$ cat src/rtl/uart_pkg.sv
// uart_pkg: definitions shared by uart_tx and uart_rx.
//   DATA_W       - payload width of one UART character
//   BAUD_DEFAULT - clk cycles per bit at 50 MHz / 115200
//   tx_state_e   - transmitter FSM encoding (ST_PARITY is only used when
//                  UART_TX_PARITY_EN is defined)
package uart_pkg;

  localparam int unsigned DATA_W       = 8;
  localparam int unsigned BAUD_DEFAULT = 434;

  typedef enum logic [2:0] {
    ST_IDLE   = 3'd0,
    ST_START  = 3'd1,
    ST_DATA   = 3'd2,
    ST_STOP   = 3'd3,
    ST_PARITY = 3'd4
  } tx_state_e;

  // Even parity: the parity bit makes the total count of ones even.
  function automatic logic even_parity(input logic [DATA_W-1:0] d);
    return ^d;
  endfunction

endpackage

$ cat src/rtl/uart_tx_fifo.sv
// uart_tx_fifo: synchronous show-ahead FIFO buffering bytes for uart_tx.
//   clk, rst_n : clock, asynchronous active-low reset (empties the FIFO)
//   push/wdata : write request; accepted when not full, or when full and a
//                pop happens in the same cycle
//   pop        : remove the head entry (ignored when empty)
//   rdata      : current head entry (valid while !empty)
//   full/empty : occupancy flags decoded from the pointers
module uart_tx_fifo #(
  parameter int unsigned DEPTH = 4,
  parameter int unsigned WIDTH = 8
) (
  input  logic             clk,
  input  logic             rst_n,
  input  logic             push,
  input  logic             pop,
  input  logic [WIDTH-1:0] wdata,
  output logic [WIDTH-1:0] rdata,
  output logic             full,
  output logic             empty
);

  localparam int unsigned AW = (DEPTH > 1) ? $clog2(DEPTH) : 1;
  localparam int unsigned PW = AW + 1;

  logic [PW-1:0]    wr_ptr_q, wr_ptr_d;
  logic [PW-1:0]    rd_ptr_q, rd_ptr_d;
  logic [WIDTH-1:0] mem_q [DEPTH];
  logic             do_push;
  logic             do_pop;

  // The extra pointer MSB separates full (MSBs differ) from empty (equal).
  assign empty   = (wr_ptr_q == rd_ptr_q);
  assign full    = (wr_ptr_q[AW] != rd_ptr_q[AW]) &&
                   (wr_ptr_q[AW-1:0] == rd_ptr_q[AW-1:0]);
  assign do_pop  = pop && !empty;
  assign do_push = push && (!full || do_pop);
  assign rdata   = mem_q[rd_ptr_q[AW-1:0]];

  // Pointer update; wrap-around is natural overflow of the PW-bit counters.
  always_comb begin
    wr_ptr_d = wr_ptr_q;
    rd_ptr_d = rd_ptr_q;
    if (do_push) wr_ptr_d = wr_ptr_q + PW'(1);
    if (do_pop)  rd_ptr_d = rd_ptr_q + PW'(1);
  end

  always_ff @(posedge clk or negedge rst_n) begin
    if (!rst_n) begin
      wr_ptr_q <= '0;
      rd_ptr_q <= '0;
    end else begin
      wr_ptr_q <= wr_ptr_d;
      rd_ptr_q <= rd_ptr_d;
    end
  end

  // Storage needs no reset: entries are only read after being written.
  always_ff @(posedge clk) begin
    if (do_push) mem_q[wr_ptr_q[AW-1:0]] <= wdata;
  end

endmodule

$ cat src/rtl/uart_tx.sv
// uart_tx: buffered UART transmitter, 8N1 (8E1 with UART_TX_PARITY_EN).
//   clk, rst_n : clock, asynchronous active-low reset
//   din        : byte to transmit
//   din_vld    : one-cycle write strobe for din
//   tx         : serial line, idle high, registered
//   busy       : FIFO non-empty or a frame in progress
//   drop       : one-cycle pulse after a byte was discarded on a full FIFO
// Build option: define UART_TX_PARITY_EN to insert an even parity bit
// between the data bits and the stop bit.
module uart_tx
  import uart_pkg::*;
#(
  parameter int unsigned BAUD       = BAUD_DEFAULT,
  parameter int unsigned FIFO_DEPTH = 4
) (
  input  logic              clk,
  input  logic              rst_n,
  input  logic [DATA_W-1:0] din,
  input  logic              din_vld,
  output logic              tx,
  output logic              busy,
  output logic              drop
);

  localparam int unsigned CNT_W = (BAUD > 1) ? $clog2(BAUD) : 1;
  localparam int unsigned BIT_W = $clog2(DATA_W);
  localparam logic [CNT_W-1:0] BAUD_LAST = CNT_W'(BAUD - 1);
  localparam logic [BIT_W-1:0] BIT_LAST  = BIT_W'(DATA_W - 1);

  tx_state_e         state_q, state_d;
  logic [CNT_W-1:0]  baud_cnt_q, baud_cnt_d;
  logic [BIT_W-1:0]  bit_cnt_q, bit_cnt_d;
  logic [DATA_W-1:0] shift_q, shift_d;
  logic              tx_q, tx_d;
  logic              drop_q, drop_d;
`ifdef UART_TX_PARITY_EN
  logic              parity_q, parity_d;
`endif

  logic              fifo_pop;
  logic              fifo_full;
  logic              fifo_empty;
  logic [DATA_W-1:0] fifo_rdata;
  logic              bit_end;

  uart_tx_fifo #(
    .DEPTH (FIFO_DEPTH),
    .WIDTH (DATA_W)
  ) u_fifo (
    .clk   (clk),
    .rst_n (rst_n),
    .push  (din_vld),
    .pop   (fifo_pop),
    .wdata (din),
    .rdata (fifo_rdata),
    .full  (fifo_full),
    .empty (fifo_empty)
  );

  assign bit_end = (baud_cnt_q == BAUD_LAST);

  // Next-state, counters, shift register and the registered line value.
  always_comb begin
    state_d    = state_q;
    bit_cnt_d  = bit_cnt_q;
    shift_d    = shift_q;
    fifo_pop   = 1'b0;
    baud_cnt_d = '0;
`ifdef UART_TX_PARITY_EN
    parity_d   = parity_q;
`endif
    if (state_q != ST_IDLE && !bit_end) baud_cnt_d = baud_cnt_q + CNT_W'(1);

    case (state_q)
      ST_IDLE: begin
        if (!fifo_empty) begin
          fifo_pop = 1'b1;
          shift_d  = fifo_rdata;
`ifdef UART_TX_PARITY_EN
          parity_d = even_parity(fifo_rdata);
`endif
          state_d  = ST_START;
        end
      end
      ST_START: begin
        if (bit_end) begin
          bit_cnt_d = '0;
          state_d   = ST_DATA;
        end
      end
      ST_DATA: begin
        if (bit_end) begin
          shift_d = {1'b0, shift_q[DATA_W-1:1]};
          if (bit_cnt_q == BIT_LAST) begin
`ifdef UART_TX_PARITY_EN
            state_d = ST_PARITY;
`else
            state_d = ST_STOP;
`endif
          end else begin
            bit_cnt_d = bit_cnt_q + BIT_W'(1);
          end
        end
      end
`ifdef UART_TX_PARITY_EN
      ST_PARITY: begin
        if (bit_end) state_d = ST_STOP;
      end
`endif
      ST_STOP: begin
        // Popping on the last stop cycle gives back-to-back frames.
        if (bit_end) begin
          if (!fifo_empty) begin
            fifo_pop = 1'b1;
            shift_d  = fifo_rdata;
`ifdef UART_TX_PARITY_EN
            parity_d = even_parity(fifo_rdata);
`endif
            state_d  = ST_START;
          end else begin
            state_d  = ST_IDLE;
          end
        end
      end
      default: state_d = ST_IDLE;
    endcase

    // tx follows the registered state, so the line lags the FSM by one cycle.
    case (state_q)
      ST_START:  tx_d = 1'b0;
      ST_DATA:   tx_d = shift_q[0];
`ifdef UART_TX_PARITY_EN
      ST_PARITY: tx_d = parity_q;
`endif
      default:   tx_d = 1'b1;
    endcase

    drop_d = din_vld && fifo_full && !fifo_pop;
  end

  always_ff @(posedge clk or negedge rst_n) begin
    if (!rst_n) begin
      state_q    <= ST_IDLE;
      baud_cnt_q <= '0;
      bit_cnt_q  <= '0;
      shift_q    <= '0;
      tx_q       <= 1'b1;
      drop_q     <= 1'b0;
`ifdef UART_TX_PARITY_EN
      parity_q   <= 1'b0;
`endif
    end else begin
      state_q    <= state_d;
      baud_cnt_q <= baud_cnt_d;
      bit_cnt_q  <= bit_cnt_d;
      shift_q    <= shift_d;
      tx_q       <= tx_d;
      drop_q     <= drop_d;
`ifdef UART_TX_PARITY_EN
      parity_q   <= parity_d;
`endif
    end
  end

  assign tx   = tx_q;
  assign drop = drop_q;
  assign busy = (state_q != ST_IDLE) || !fifo_empty;

endmodule

$ cat config.mk
export PLATFORM = sky130hd
export DESIGN_NAME = uart_tx
export DESIGN_NICKNAME = d
export VERILOG_FILES = /design/src/rtl/uart_pkg.sv /design/src/rtl/uart_tx_fifo.sv /design/src/rtl/uart_tx.sv
export SDC_FILE = /design/constraint.sdc
export NUM_CORES = 1
export LEC_CHECK = 0
export CAP_MARGIN = 0
export CORE_MARGIN = 2
export CORE_UTILIZATION = 45
export DETAILED_ROUTE_END_ITERATION = 12
export MAX_ROUTING_LAYER = met4
export PLACE_DENSITY_LB_ADDON = 0.3
export SETUP_SLACK_MARGIN = 0.02
export SYNTH_ARGS = -nofsm -noshare
export SYNTH_HDL_FRONTEND = slang
export SYNTH_SLANG_ARGS = --single-unit
$ cat constraint.sdc
create_clock -name clk -period 4.2 [get_ports clk]
set_input_delay 0.84 -clock clk [delete_from_list [all_inputs] [get_ports clk]]
set_output_delay 0.84 -clock clk [all_outputs]
set_load 0.1 [all_outputs]
# Word level (Yosys, flattened, before mapping)
# Memories as Yosys holds them, arrays and structs flattened.
# Index checks and enable logic that the tools add are counted.
dict set report op_classes {
  mul 0
  n_bitwise 0
  eq_ne 14
  n_addsub 4
  n_reduce_logical 19
  mux 22
  n_lt_le_gt_ge 0
  div_mod_pow 0
  shift 0
}
# op n
set ops {}
lappend ops {{two-way mux 3 bit} 8}
lappend ops {{two-way mux 8 bit} 3}
lappend ops {{one-hot mux 8 bit (3 select lines)} 1}
lappend ops {{inequality test 2 bit, second input constant} 6}
lappend ops {{one-hot mux 3 bit (4 select lines)} 1}
lappend ops {{adder 3 x 1 -> 3 bit, second input constant} 3}
lappend ops {{adder 9 x 1 -> 9 bit, second input constant} 1}
lappend ops {{equality test 9 bit, second input constant} 1}
lappend ops {{two-way mux 9 bit} 1}
lappend ops {{equality test 3 x 2 -> 1 bit, second input constant} 2}
lappend ops {{logical AND 1 bit} 6}
lappend ops {{one-hot mux 3 bit (2 select lines)} 1}
lappend ops {{nonzero test 3 bit} 2}
lappend ops {{two-way mux 1 bit} 5}
lappend ops {{AND reduction 5 bit} 1}
lappend ops {{zero test 1 bit} 4}
lappend ops {{one-hot mux 1 bit (2 select lines)} 2}
lappend ops {{AND reduction 4 bit} 1}
lappend ops {{equality test 3 x 1 -> 1 bit, second input constant} 1}
lappend ops {{equality test 3 bit} 1}
lappend ops {{equality test 3 bit, second input constant} 1}
lappend ops {{zero test 3 bit} 1}
lappend ops {{AND reduction 3 bit} 1}
lappend ops {{equality test 2 bit} 1}
lappend ops {{other kinds (3)} 4}
dict set report totals {
  mem_bits_ro 0
  memories 1
  in_bits 11
  output_inout_bits 3
  ramBits 32
  latch_bits 0
  regBits 31
  wordCells 68
}
# memory words width rd rd_clocked_by_memory_dff wr line_no
set mem_list {}
lappend mem_list {u_fifo.mem_q 4 8 1 0 1 uart_tx_fifo.sv:27} ;# logic [WIDTH-1:0] mem_q [DEPTH];

# Logic depth before layout (Yosys ltp)
dict set report logic_depth {
  ltp_word 9
  depth_mapped 8
  ltp_nobuf 6
}

# Hierarchy
# Synthesis repeated with hierarchy kept, for this count alone.
dict set report unflattened {
  hier_cells 203
  area_unflattened_um2 2941.6
}
# mod cells_per_inst n_inst area_per_inst_um2 seq_area_each_um2
set modules_own_cells {}
lappend modules_own_cells {uart_tx_fifo 88 1 1614.0 1111.1}
lappend modules_own_cells {uart_tx 115 1 1327.5 601.8}

# Worst setup path before layout
# Ideal clock, no wire load.
dict set report synth_path {
  path_kind {register to output}
  from {reg u_fifo.rd_ptr_q[0]}
  to {out busy}
  stages_incl_launch_ff 5
  n_path_buf 1
  t_required_ps 3360
  path_slack_ps 1681
  arrival_time_ps 1679
  cell_sequence {dfrtp_1 -> buf_6 -> xor2_4 -> nor3_2 -> nand2_1}
}
dict set report synth_between {
  elab_chain_cells 3
}
# element line_no
set synth_rtl {}
lappend synth_rtl {{start: declaration} uart_tx_fifo.sv:26} ;# logic [PW-1:0] rd_ptr_q, rd_ptr_d;
lappend synth_rtl {{start signal: assignment} uart_tx_fifo.sv:53} ;# rd_ptr_q <= rd_ptr_d;
lappend synth_rtl {{equality test 3 bit} uart_tx_fifo.sv:32} ;# assign empty = (wr_ptr_q == rd_ptr_q);
lappend synth_rtl {{zero test 1 bit} uart_tx.sv:167} ;# assign busy = (state_q != ST_IDLE) || !fifo_empty;
lappend synth_rtl {{logical OR 1 bit} uart_tx.sv:167}
lappend synth_rtl {{end: declaration} uart_tx.sv:21} ;# output logic busy,
# No other way between the ends.

# Worst setup path after layout
dict set report layout_path {
  from {reg u_fifo.rd_ptr_q[1]}
  to {out busy}
}
# Same word-level chain as after synthesis.

==> results_tabular.tex <==
\begin{tabular}{lr}
\hline
Metric & Value \\
\hline
\multicolumn{2}{l}{\textbf{Run status}} \\
\quad Outcome & finished clean \\
\multicolumn{2}{l}{\textbf{Logic synthesis}} \\
\quad Most used standard cell by instance count after synthesis & edfxtp\_1 \\
\quad Number of different library cells in the post-synthesis netlist & about 40 \\
\quad Dominant cell type by area after synthesis & edfxtp\_1 \\
\quad Number of enable-type register cells in the synthesized netlist & 32 \\
\quad Synth area leaders & edfxtp\_1, dfrtp\_1, ha\_1 \\
\quad Area share of the largest cell type after synthesis & $\sim$34\% \\
\quad Mean area per synthesized cell & approximately 14 µm² \\
\quad Cells after Synth & 199 \\
\quad Flops \& latches, synth & 62 \\
\quad Fraction of synthesis flops using an asynchronous set or reset pin & between 40\% and 50\% \\
\quad Netlist area before placement & 0.00285 mm² \\
\quad Most common flop cell mapped by yosys & edfxtp\_1 \\
\quad Sequential area share after synthesis & between 60 and 70\% \\
\quad Top cell types by occurrence after synthesis & edfxtp\_1, dfrtp\_1, nand2\_1 \\
\quad Synth warn & 0 \\
\quad Syn nets & 223 \\
\multicolumn{2}{l}{\textbf{Timing}} \\
\quad Setup TNS after final layout & 0 ns \\
\quad Setup violation total in the final timing report & 0 \\
\quad Timing-limited maximum frequency & just under 300 MHz \\
\quad Fraction of the cycle the final worst path needs & just over 80\% \\
\quad Count of final hold-check violations & 0 \\
\quad Tightest slew margin relative to the limit & 35.6\% \\
\quad Number of pins with negative max-slew slack in the final report & 0 \\
\quad Unrepaired setup endpoints after global routing & false \\
\quad Min setup slack post-route & about 0.76 ns \\
\quad Slew at the pin with the worst max-slew slack & 0.963 ns \\
\quad Clock Skews & between 0.006 and 0.007 ns \\
\quad Post-layout min period & 3.44 ns \\
\multicolumn{2}{l}{\textbf{Floorplan}} \\
\quad Top-Level Pins & 14 \\
\quad Die ar. & approximately 0.007 mm² \\
\quad Floorplan Core Area & 0.00603 mm² \\
\quad Die Ht & 83.6 µm \\
\quad Floorplan row count & 28 \\
\quad Floorplan die width & approximately 84 µm \\
\quad Starting density of the core & 47.3\% \\
\multicolumn{2}{l}{\textbf{Worst setup path}} \\
\quad Critical path endpoint category & primary output \\
\quad Worst EP required & around 3.4 ns \\
\quad Setup Crit Path Kind & reg2out \\
\quad Arrival time at the worst endpoint & about 2.6 ns \\
\quad Reg-to-reg critical path startpoint & state\_q[0] \\
\quad Worst-path maximum fanout & 11 \\
\quad Worst setup path startpoint & u\_fifo.rd\_ptr\_q[1] \\
\quad Kind of launch point of the worst setup path & register \\
\multicolumn{2}{l}{\textbf{Routing}} \\
\quad First DRT Iteration DRCs & 79 \\
\quad DRC violation count after routing & 0 \\
\quad Routed wire length & around 4500 µm \\
\quad Post-route ant nets & 0 \\
\quad Total via count after detailed routing & 1542 \\
\quad Average via count per standard cell & 5.12 \\
\quad Detail-routed net length per standard cell & 14.8 µm \\
\quad Count of TritonRoute iterations in the first routing pass & 4 \\
\multicolumn{2}{l}{\textbf{Power and ir drop}} \\
\quad Switching power & 0.000411 W \\
\quad Switching fraction of total power & between 20\% and 30\% \\
\quad Clock network fraction of total power & between 30\% and 40\% \\
\quad Comb pwr share & $\sim$14\% \\
\quad Areal power density over the cells & 460 mW/mm² \\
\quad Power consumption & about 0.0015 W \\
\quad Leakage power & 1.33 nW \\
\quad Design internal power & around 0.0011 W \\
\quad Power share of the sequential group & 51.0\% \\
\quad IR Drop Worst-Case VDD & 0.324 mV \\
\multicolumn{2}{l}{\textbf{Layout}} \\
\quad Layout cell share with drive strength beyond 1 & approximately 18\% \\
\quad Area added between synthesis and finish & 14.5\% \\
\quad Final Instance Count excl. Fillers & approximately 300 \\
\quad Layout Nets & 245 \\
\quad Antenna diode count & 0 \\
\multicolumn{2}{l}{\textbf{Clock network}} \\
\quad Total of hold buffers inserted after clock tree synthesis & 0 \\
\quad Worst-skew pair later-pin latency & $\sim$0.34 ns \\
\quad CTS Root Cell & clkbuf\_8 \\
\quad Largest buffer count on any clock path & 2 \\
\quad Clock buffers created by TritonCTS & 9 \\
\quad Number of gates given a new drive strength after cts & 0 \\
\quad Count of H-tree levels built during CTS & 3 \\
\quad Number of buffers inserted to repair setup after CTS & 0 \\
\quad Reg clk slew, reported paths & 0.07 ns \\
\quad CTS tree & built \\
\quad CTS Sinks & 62 \\
\multicolumn{2}{l}{\textbf{Flow run}} \\
\quad Max-cap viol count & 0 \\
\multicolumn{2}{l}{\textbf{GRT}} \\
\quad Met3 layer usage reported by global route & approximately 5.3\% \\
\quad Largest net degree at the start of global routing & 31 \\
\quad Initial antenna violation count & 0 \\
\quad GR Layer Usage met2 & roughly a fifth \\
\quad All-Layer GR Usage & between 10\% and 20\% \\
\quad Number of global-route vias before repair & approximately 1500 \\
\quad Total global routing overflow & 0 \\
\quad Global Route met1 Usage & 19.5\% \\
\quad Grt peak-use layer & met1 \\
\quad First-pass GRT wire length & about 7400 µm \\
\multicolumn{2}{l}{\textbf{Hold path}} \\
\quad Hold path startpoint & shift\_q[0] \\
\quad Classification of the worst-slack hold path & reg2reg \\
\multicolumn{2}{l}{\textbf{Placement}} \\
\quad Total of buffers placed on input and output ports & 13 \\
\quad Final estimated routing congestion in global placement & 0.832 \\
\quad HPWL Detailed & 3060 µm \\
\quad Post-Place Setup Slack & roughly 1.1 ns \\
\quad Number of placed instances, taps included & 285 \\
\hline
\end{tabular}
flip-flops by register name, indices dropped and copies added (netlist names):
register and count:
baud_cnt_q 9, bit_cnt_q 3, drop 1, shift_q 8, state_q 2, tx 1
u_fifo.mem_q 32, u_fifo.rd_ptr_q 3, u_fifo.wr_ptr_q 3
metrics by stage:
| stage | cell area [µm²] | hold slack [ns] | util, % |
|---|---|---|---|
| 2_1_floorplan | 2850 | 0.460 | - |
| 3_3_place_gp | 3070 | 0.488 | 50.9 |
| 3_5_place_dp | 3070 | 0.493 | 50.9 |
| 4_1_cts | 3260 | 0.504 | 54.2 |
| 5_1_grt | 3260 | 0.531 | 54.2 |
| 6_report | 3260 | 0.502 | 54.2 |
power by group through the flow:
| stage | clock, W | sequential, W | combinational (W) |
|---|---|---|---|
| floorplan | 0 | 0.000783 | 0.000141 |
| global placement | 0 | 0.000775 | 0.000217 |
| detailed placement | 0 | 0.000780 | 0.000219 |
| CTS | 0.000530 | 0.000768 | 0.000220 |
| global route | 0.000559 | 0.000774 | 0.000243 |
| finish | 0.000521 | 0.000765 | 0.000215 |
logic make-up after synthesis:
kind of cell               after synthesis  synth area share, %
adders and majority gates               13                 5.71
and+or+nand+nor                         54                 9.35
xor gates and xnor gates                15                 5.53
buffers and inverters                   16                 2.50
AOI/OAI and AO/OA                       17                 4.79
DFF                                     62                 60.1
muxes                                   22                 12.0
cell usage in the layout (no fill, tap or decap), types with 3 or more instances in the layout:
cell             instances
xnor2_1                  8
nor2_1                  11
dfrtp_1                 29
nand2_1                 23
and2_1                   3
o21ai_0                  4
mux2_2                   8
clkbuf_8                 9
inv_1                   11
mux2i_1                  6
mux4_1                   3
clkdlybuf4s50_1         13
mux4_2                   5
xor2_1                   5
ha_1                    13
buf_4                    3
edfxtp_1                32
nand3_1                  3
metal layers:
layer / share of wire, % / vias to the layer above
met5: 0 / -
met4: 0.92 / 0
met3: 3.0 / 4
met2: 46 / 21
met1: 50 / 754
li1: - / 763
layout make-up:
type,instances,area [µm²]
clock buffers,9,124
multi-input cells,121,1060
fillers,511,2760
clock inverters,7,73.8
repair buffers,16,153
flip-flops and latches,62,1710
inverters,11,41.3
well taps,75,93.8
critical path, cell delays in order (launching register included):
cell	delay, ns
dfrtp_1	0.56
xor2_2	0.27
nor3_2	0.34
nand2_1	0.12
clkdlybuf4s50_1	0.98
final timing paths:
check                           cells after the start  slack [ns]            end
worst max-delay path                                4        0.76           busy
worst min-delay path                                2        0.50             tx
max in group asynchronous                           2        2.99             tx
worst max register to register                      5        1.89     shift_q[2]
worst min register to register                      2        0.50             tx
min in group asynchronous                           2        0.89  baud_cnt_q[2]
(Power assumes the default switching activity.)
